**src/rtl/vector_hazard_unit_if.sv**
```systemverilog
// Hazard-unit bundle: decode/execute/memory/writeback register addresses and
// control bits in, forwarding selects and pipe load enables out.
interface vector_hazard_unit_if #(
    parameter int CNT_W = 16
);
    logic [3:0]       ra1D;
    logic [3:0]       ra2D;
    logic [3:0]       ra1E;
    logic [3:0]       ra2E;
    logic [3:0]       WA3E;
    logic             RegWriteE;
    logic             MemtoRegE;
    logic [3:0]       WA3M;
    logic             RegWriteM;
    logic [3:0]       WA3W;
    logic             RegWriteW;
    logic [1:0]       ForwardAE;
    logic [1:0]       ForwardBE;
    logic             cargarF;
    logic             cargarD;
    logic             cargarE;
    logic             cargarM;
    logic             flushE;
    logic [CNT_W-1:0] stall_cycles;

    // Pipeline side: supplies addresses/control, consumes selects and enables.
    modport master (
        output ra1D, ra2D, ra1E, ra2E, WA3E, RegWriteE, MemtoRegE,
               WA3M, RegWriteM, WA3W, RegWriteW,
        input  ForwardAE, ForwardBE, cargarF, cargarD, cargarE, cargarM,
               flushE, stall_cycles
    );

    // Hazard unit side.
    modport slave (
        input  ra1D, ra2D, ra1E, ra2E, WA3E, RegWriteE, MemtoRegE,
               WA3M, RegWriteM, WA3W, RegWriteW,
        output ForwardAE, ForwardBE, cargarF, cargarD, cargarE, cargarM,
               flushE, stall_cycles
    );
endinterface

```
**src/rtl/vector_hazard_unit.sv**
```systemverilog
// Hazard unit for the 8-lane x 20-bit vector CPU: operand forwarding selects,
// load-use bubble, multi-cycle vector-load freeze and a saturating stall counter.
module vector_hazard_unit #(
    parameter int MEM_LAT = 3,
    parameter int CNT_W   = 16
) (
    input logic                 clk,
    input logic                 reset,
    vector_hazard_unit_if.slave hz
);

    typedef enum logic [0:0] {
        IDLE    = 1'b0,
        MEMWAIT = 1'b1
    } state_t;

    // Freeze length is MEM_LAT-1; the load itself spends its first memory
    // cycle advancing on the entry edge.
    localparam logic [3:0]       WAIT_INIT = 4'(MEM_LAT - 1);
    localparam logic [CNT_W-1:0] CNT_MAX   = {CNT_W{1'b1}};
    localparam bit               HAS_WAIT  = (MEM_LAT > 1);

    state_t           state_q, state_d;
    logic [3:0]       wait_q, wait_d;
    logic [CNT_W-1:0] stall_q, stall_d;

    logic       loaduse_s;
    logic       cargar_f_s, cargar_d_s, cargar_e_s, cargar_m_s, flush_e_s;
    logic [1:0] fwd_a_s, fwd_b_s;

    // Memory stage wins over writeback; register 0 is an ordinary register.
    function automatic logic [1:0] fwd_sel(
        input logic [3:0] ra,
        input logic [3:0] wa_m,
        input logic       we_m,
        input logic [3:0] wa_w,
        input logic       we_w
    );
        logic [1:0] sel;
        if (we_m && (wa_m == ra)) begin
            sel = 2'b10;
        end else if (we_w && (wa_w == ra)) begin
            sel = 2'b01;
        end else begin
            sel = 2'b00;
        end
        return sel;
    endfunction

    assign loaduse_s = hz.MemtoRegE && hz.RegWriteE &&
                       ((hz.WA3E == hz.ra1D) || (hz.WA3E == hz.ra2D));

    // Forwarding selects, evaluated in every state; forced to 00 in reset.
    always_comb begin
        fwd_a_s = 2'b00;
        fwd_b_s = 2'b00;
        if (reset) begin
            fwd_a_s = fwd_sel(hz.ra1E, hz.WA3M, hz.RegWriteM, hz.WA3W, hz.RegWriteW);
            fwd_b_s = fwd_sel(hz.ra2E, hz.WA3M, hz.RegWriteM, hz.WA3W, hz.RegWriteW);
        end else begin
            fwd_a_s = 2'b00;
            fwd_b_s = 2'b00;
        end
    end

    // Pipe enables, flush and next FSM/counter state.
    always_comb begin
        cargar_f_s = 1'b1;
        cargar_d_s = 1'b1;
        cargar_e_s = 1'b1;
        cargar_m_s = 1'b1;
        flush_e_s  = 1'b0;
        state_d    = state_q;
        wait_d     = wait_q;
        if (reset) begin
            case (state_q)
                IDLE: begin
                    if (loaduse_s) begin
                        cargar_f_s = 1'b0;
                        cargar_d_s = 1'b0;
                        flush_e_s  = 1'b1;
                    end else begin
                        flush_e_s  = 1'b0;
                    end
                    // The load enters the memory stage on this edge even if a
                    // bubble is injected behind it.
                    if (hz.MemtoRegE && HAS_WAIT) begin
                        state_d = MEMWAIT;
                        wait_d  = WAIT_INIT;
                    end else begin
                        state_d = IDLE;
                        wait_d  = 4'd0;
                    end
                end
                MEMWAIT: begin
                    cargar_f_s = 1'b0;
                    cargar_d_s = 1'b0;
                    cargar_e_s = 1'b0;
                    cargar_m_s = 1'b0;
                    if (wait_q == 4'd1) begin
                        state_d = IDLE;
                        wait_d  = 4'd0;
                    end else begin
                        wait_d  = wait_q - 4'd1;
                    end
                end
                default: begin
                    state_d = IDLE;
                    wait_d  = 4'd0;
                end
            endcase
        end else begin
            state_d = IDLE;
            wait_d  = 4'd0;
        end
    end

    // Saturating count of cycles in which fetch is held.
    always_comb begin
        if (!cargar_f_s && (stall_q != CNT_MAX)) begin
            stall_d = stall_q + CNT_W'(1);
        end else begin
            stall_d = stall_q;
        end
    end

    // State, wait counter and stall counter with synchronous active-low reset.
    always_ff @(posedge clk) begin
        if (!reset) begin
            state_q <= IDLE;
            wait_q  <= 4'd0;
            stall_q <= '0;
        end else begin
            state_q <= state_d;
            wait_q  <= wait_d;
            stall_q <= stall_d;
        end
    end

    assign hz.ForwardAE    = fwd_a_s;
    assign hz.ForwardBE    = fwd_b_s;
    assign hz.cargarF      = cargar_f_s;
    assign hz.cargarD      = cargar_d_s;
    assign hz.cargarE      = cargar_e_s;
    assign hz.cargarM      = cargar_m_s;
    assign hz.flushE       = flush_e_s;
    assign hz.stall_cycles = stall_q;

endmodule

```
**src/flat_wrapper.sv**
```systemverilog
// flat-port wrapper written by rule: the top's interface ports become plain ports
module vector_hazard_unit_flat 
#(
    parameter int MEM_LAT = 3,
    parameter int CNT_W   = 16
)
  (clk, reset, hz_ra1D, hz_ra2D, hz_ra1E, hz_ra2E, hz_WA3E, hz_RegWriteE, hz_MemtoRegE, hz_WA3M, hz_RegWriteM, hz_WA3W, hz_RegWriteW, hz_ForwardAE, hz_ForwardBE, hz_cargarF, hz_cargarD, hz_cargarE, hz_cargarM, hz_flushE, hz_stall_cycles);
  vector_hazard_unit_if #(.CNT_W(CNT_W)) hz_i ();
  input logic clk;
  input logic reset;
  input wire logic [$bits(hz_i.ra1D)-1:0] hz_ra1D;
  input wire logic [$bits(hz_i.ra2D)-1:0] hz_ra2D;
  input wire logic [$bits(hz_i.ra1E)-1:0] hz_ra1E;
  input wire logic [$bits(hz_i.ra2E)-1:0] hz_ra2E;
  input wire logic [$bits(hz_i.WA3E)-1:0] hz_WA3E;
  input wire logic [$bits(hz_i.RegWriteE)-1:0] hz_RegWriteE;
  input wire logic [$bits(hz_i.MemtoRegE)-1:0] hz_MemtoRegE;
  input wire logic [$bits(hz_i.WA3M)-1:0] hz_WA3M;
  input wire logic [$bits(hz_i.RegWriteM)-1:0] hz_RegWriteM;
  input wire logic [$bits(hz_i.WA3W)-1:0] hz_WA3W;
  input wire logic [$bits(hz_i.RegWriteW)-1:0] hz_RegWriteW;
  output wire logic [$bits(hz_i.ForwardAE)-1:0] hz_ForwardAE;
  output wire logic [$bits(hz_i.ForwardBE)-1:0] hz_ForwardBE;
  output wire logic [$bits(hz_i.cargarF)-1:0] hz_cargarF;
  output wire logic [$bits(hz_i.cargarD)-1:0] hz_cargarD;
  output wire logic [$bits(hz_i.cargarE)-1:0] hz_cargarE;
  output wire logic [$bits(hz_i.cargarM)-1:0] hz_cargarM;
  output wire logic [$bits(hz_i.flushE)-1:0] hz_flushE;
  output wire logic [$bits(hz_i.stall_cycles)-1:0] hz_stall_cycles;
  assign hz_i.ra1D = hz_ra1D;
  assign hz_i.ra2D = hz_ra2D;
  assign hz_i.ra1E = hz_ra1E;
  assign hz_i.ra2E = hz_ra2E;
  assign hz_i.WA3E = hz_WA3E;
  assign hz_i.RegWriteE = hz_RegWriteE;
  assign hz_i.MemtoRegE = hz_MemtoRegE;
  assign hz_i.WA3M = hz_WA3M;
  assign hz_i.RegWriteM = hz_RegWriteM;
  assign hz_i.WA3W = hz_WA3W;
  assign hz_i.RegWriteW = hz_RegWriteW;
  assign hz_ForwardAE = hz_i.ForwardAE;
  assign hz_ForwardBE = hz_i.ForwardBE;
  assign hz_cargarF = hz_i.cargarF;
  assign hz_cargarD = hz_i.cargarD;
  assign hz_cargarE = hz_i.cargarE;
  assign hz_cargarM = hz_i.cargarM;
  assign hz_flushE = hz_i.flushE;
  assign hz_stall_cycles = hz_i.stall_cycles;
  vector_hazard_unit #(.MEM_LAT(MEM_LAT), .CNT_W(CNT_W)) u_core (.clk(clk), .reset(reset), .hz(hz_i));
endmodule
```
**config.mk**
```make
export PLATFORM = sky130hd
export DESIGN_NAME = vector_hazard_unit_flat
export DESIGN_NICKNAME = d
export VERILOG_FILES = /design/src/rtl/vector_hazard_unit_if.sv /design/src/rtl/vector_hazard_unit.sv /design/src/flat_wrapper.sv
export SDC_FILE = /design/constraint.sdc
export NUM_CORES = 1
export LEC_CHECK = 0
export CORE_MARGIN = 10
export CORE_UTILIZATION = 40
export DETAILED_ROUTE_END_ITERATION = 7
export MAX_ROUTING_LAYER = met4
export PLACE_DENSITY = 0.8
export REMOVE_ABC_BUFFERS = 1
export SYNTH_ARGS = -nofsm -noshare
export SYNTH_HDL_FRONTEND = slang
export SYNTH_SLANG_ARGS = --single-unit
```
**constraint.sdc**
```tcl
create_clock -name clk -period 3.5 [get_ports clk]
set_input_delay 0.525 -clock clk [delete_from_list [all_inputs] [get_ports clk]]
set_output_delay 0.525 -clock clk [all_outputs]
set_load 0.02 [all_outputs]
```
# [Word-level counts from Yosys, hierarchy flattened]
# Index checks and enable logic that the tools add are counted.
[word_totals] ram_bits=0 romBits=0 input_bits=34 elab_cells=43 n_memories=0 regBits=21 out_inout_bits=25 latch_bits=0
[op_classes] reduce_logical=9 shifts=0 n_mul=0 addsub=2 mux=20 bitwise_logic=1 n_lt_le_gt_ge=0 n_eq_ne=8 div=0
[op_table] operator="== test 4 bit" count=6
[op_table] operator="adder 16 x 1 -> 16 bit (second input constant)" count=1
[op_table] operator="inequality test 16 bit (second input constant)" count=1
[op_table] operator="2-to-1 mux 1 bit" count=11
[op_table] operator="2-to-1 mux 2 bit" count=5
[op_table] operator="case mux 4 bit (2 select lines)" count=1
[op_table] operator="logical AND 1 bit" count=7
[op_table] operator="== test 4 x 1 -> 1 bit (second input constant)" count=1
[op_table] operator="2-to-1 mux 4 bit" count=1
[op_table] operator="case mux 1 bit (2 select lines)" count=2
[op_table] operator="subtractor 4 x 1 -> 4 bit (second input constant)" count=1
[op_table] operator="zero test 1 bit" count=1
[op_table] operator="logical OR 1 bit" count=1
[op_table] operator="inverter 1 bit" count=1

# [Longest topological paths before layout]
[logic_depth] ltp_word=8 mapped_depth=8 mapped_depth_nobuf=7

# [Worst setup path after synthesis]
# Ideal clock, no wire load.
[synth_path] path_kind="input-to-output" startpoint="in reset" endpoint="out hz_ForwardAE[0]" arrival_time_ns=1.467 stages=3 n_path_buf=1 slack_ns=1.508 required_time_ns=2.975 cell_sequence="buf_2 -> nand2_1 -> nor4_1"
[synth_between] elab_chain_len=1
[synth_rtl] item="start, declared" line_no="flat_wrapper.sv:10" text="input logic reset;"
[synth_rtl] item="2-to-1 mux 2 bit" line_no="vector_hazard_unit.sv:57" text="if (reset) begin"
[synth_rtl] item="end, declared" line_no="flat_wrapper.sv:22" text="output wire logic [$bits(hz_i.ForwardAE)-1:0] hz_ForwardAE;"
# No other way between the ends.

# [Final worst setup path]
[layout_path] startpoint="in hz_WA3E[0]" endpoint="out hz_cargarF"
[layout_between] elab_chain_len=6 elab_cells_between_ends=7 classes_between="2 x eq/ne; 3 x mux; 2 x reduce/logical"
[layout_rtl] item="start, declared" line_no="flat_wrapper.sv:15" text="input wire logic [$bits(hz_i.WA3E)-1:0] hz_WA3E;"
[layout_rtl] item="== test 4 bit" line_no="vector_hazard_unit.sv:51" text="((hz.WA3E == hz.ra1D) || (hz.WA3E == hz.ra2D));"
[layout_rtl] item="logical OR 1 bit *" line_no="vector_hazard_unit.sv:51"
[layout_rtl] item="logical AND 1 bit *" line_no="vector_hazard_unit.sv:50" text="assign loaduse_s = hz.MemtoRegE && hz.RegWriteE &&"
[layout_rtl] item="2-to-1 mux 1 bit *" line_no="vector_hazard_unit.sv:78" text="if (loaduse_s) begin"
[layout_rtl] item="case mux 1 bit (2 select lines) *" line_no="vector_hazard_unit.sv:76" text="case (state_q)"
[layout_rtl] item="2-to-1 mux 1 bit *" line_no="vector_hazard_unit.sv:75" text="if (reset) begin"
[layout_rtl] item="end, declared" line_no="flat_wrapper.sv:24" text="output wire logic [$bits(hz_i.cargarF)-1:0] hz_cargarF;"
# Mark *: on every way between the ends. The rest lies on a longest branch, timed or not.

==> qor.yml <==
p_leak_uw: 0.000663
max_freq_mhz: 345
min_path_type: "reg -> reg"
worstSetupEndpointType: "output pin"
die_h_um: 77.9
drc_errors: 0
grt_max_degree: 14
period_share: 0.829
finalCriticalPeriod_ns: 2.90
maxCapViolCount: 0
drt_iter0_drc: 81
grt_use_met2: 0.235
clock_sink_count: 21
finalHoldViolCount: 0
insertion_delay_ns: 0.31
synth_area_leader_cell: "dfxtp_1"
crit_path_start: "hz_WA3E[0]"
placed_cells: 255
grt_usage: 0.134
ys_ff_latch: 21
critPathSlowestCell: "clkdlybuf4s50_1"
hold_buffers: 0
via_count: 1395
finalPower_uw: 502
vias_per_cell: 5.39
synth_area_per_cell_um2: 8.44
htreeDepth: 1
yosysWarnings: 0
layout-drive-gt1-share: 0.0465
slowest_delay_ns: 0.64
path_class: "in -> out"
timing.setup.tns_ns: 0
use_met1: 0.151
synthTopCellsByArea: "dfxtp_1 (31%), xnor2_1 (11%), xor2_1 (5.2%), nand3_1 (4.5%), o31ai_1 (3.4%)"
clock_path_buffers: 2
synth_cell_types: 40
initial_core_util: 0.429
gr-total-overflow: 0
coreArea_um2: 3130
peakVddDrop_mv: 0.172
powerDensity_nw_per_um2: 255
diodes: 0
boundaryPins: 59
worstPathArrival_ns: 2.38
required_ns: 2.97
finClkSkew_ns: 0.00594
antenna_found_initial: 0
die-area_um2: 6070
tightest_slew_ns: 1.27
r2r-start: "u_core.hz.stall_cycles[0]$_SDFFE_PN0P_"
async_flop_share: 0
port_buffers: 58
cp_common_cell: "clkdlybuf4s50_1"
syn_area_um2: 1340
cp-start-kind: "input port"
synth_seq_area_share: 0.313
slew_viol_final: 0
cp_max_fo: 12
gp_congestion: 0.800
cts_resized: 0
slew_headroom: 0.147
grt_pass1_vias: 1432
place_hpwl_mm: 3.44
cp_cell_sequence: "clkdlybuf4s50_1, xnor2_1, nand4_1, a21oi_2, or2_4, inv_2, clkdlybuf4s50_1"
die_w_um: 77.9
setup_violations: 0
numCtsBuffers: 3
outcome: "complete, no violations"
fin_cells: 259
routed_wl_mm: 4.05
drt_pass1_iterations: 4
syn_inst: 159
grt_pass1_wl_mm: 6.72
synth_edf_count: 0
rsz0062_at_grt: "false"
rows: 20
top_usage_layer: "met2"
clkTransAtPathRegs_ns: 0.12
area_growth_pct: 46.6
post_drt_wl_per_cell_um: 15.6
cts_setup_buffers: 0
antenna_left: 0
final_nets: 253
cts_tree: "yes"
synth-main-ff-cell: "dfxtp_1"
synth_top_area_share: 0.313
cts_root_buf: "clkbuf_4"
hp-start: "u_core.wait_q[0]$_SDFF_PP0_"
use_met3: 0.0288
area by class of cell:
type	count	area [um2]
Tap cell	44	55.1
Fill cell	281	1160
Inverter	7	26.3
Clock inverter	1	5.00
Timing Repair Buffer	59	588
Multi-Input combinational cell	124	850
Clock buffer	3	22.5
Sequential cell	21	420
flip-flops by register name (all words and copies together) (netlist names):
signal / cells
u_core.hz.stall_cycles: 16
u_core.state_q: 1
u_core.wait_q: 4
logic make-up (layout without fill, tap and decap cells):
logic type	Yosys count	count (layout)	share of synthesized area
AOI/OAI and AO/OA	30	30	0.154
xor gates and xnor gates	25	25	0.163
adders and majority gates	3	3	0.0280
buffers and inverters	14	70	0.0532
DFF	21	21	0.313
muxes	4	4	0.0308
and+or+nand+nor	62	62	0.257
layer usage:
layer | up-vias | share of wire
li1 | 686 | -
met1 | 651 | 0.42
met4 | 0 | 0.019
met5 | - | 0
met2 | 50 | 0.52
met3 | 8 | 0.041
layout by cell type, fill, tap and decap left out, drive strengths merged:
cell	n
o21ai	4
clkdlybuf4s50	58
mux2	1
a21oi	7
clkbuf	3
o41ai	1
nand3	12
nor3	4
o31ai	6
clkinv	1
nor2	5
or3	1
ha	3
or4	4
or2	1
a31oi	2
a41o	1
o21a	2
and3	1
nor4	6
o311ai	1
nand2	11
nand2b	5
a311oi	2
nand4	4
o211ai	2
dfxtp	21
a21boi	1
mux2i	3
xnor2	17
xor2	8
and4	3
and2	4
buf	1
inv	7
o21bai	1
nor2b	1
Yosys cell counts, types with 2 or more instances:
| master | count |
|---|---|
| a31oi_1 | 2 |
| buf_2 | 3 |
| xor2_1 | 8 |
| nand3_1 | 12 |
| nor2_1 | 5 |
| o21a_1 | 2 |
| mux2i_1 | 3 |
| dfxtp_1 | 21 |
| and4_1 | 2 |
| or4_1 | 4 |
| a311oi_1 | 2 |
| nand2b_1 | 5 |
| nand2_1 | 11 |
| inv_1 | 6 |
| nor4_1 | 6 |
| nor3_1 | 4 |
| o211ai_1 | 2 |
| buf_4 | 2 |
| ha_1 | 3 |
| and2_1 | 4 |
| nand4_1 | 4 |
| xnor2_1 | 17 |
| a21oi_1 | 6 |
| o31ai_1 | 6 |
| o21ai_0 | 4 |
critical path: cells and delay by family:
kind | cells | cell delay, ns
AO/OA/AOI/OAI | 1 | 0.08
XOR/XNOR | 1 | 0.15
AND/OR/NAND/NOR | 2 | 0.36
buffers and inverters | 3 | 1.25
power by group:
| part | internal, uW | switching [uW] |
|---|---|---|
| clock | 42.7 | 73.3 |
| sequential | 246 | 7.49 |
| combinational | 74.3 | 58.8 |
final timing paths:
| path | endpoint | slack, ns | depth (start not counted) |
|---|---|---|---|
| max reg2reg | u_core.hz.stall_cycles[6]$_SDFFE_PN0P_ | 1.23 | 7 |
| min reg2reg | u_core.wait_q[0]$_SDFF_PP0_ | 0.49 | 1 |
| min | u_core.wait_q[0]$_SDFF_PP0_ | 0.49 | 1 |
| max | hz_cargarF | 0.60 | 7 |
stage by stage:
| stage | hold slack, ns | setup slack [ns] | utilization | cell area, um2 |
|---|---|---|---|---|
| CTS | 0.488 | 0.588 | 0.629 | 1970 |
| global route | 0.524 | 0.506 | 0.629 | 1970 |
| floorplan | 0.442 | 1.50 | - | 1300 |
| global placement | 0.455 | 0.617 | 0.620 | 1940 |
| finish | 0.494 | 0.600 | 0.629 | 1970 |
| detailed placement | 0.471 | 0.589 | 0.620 | 1940 |
Note: power is estimated with default switching activity, not from simulation.
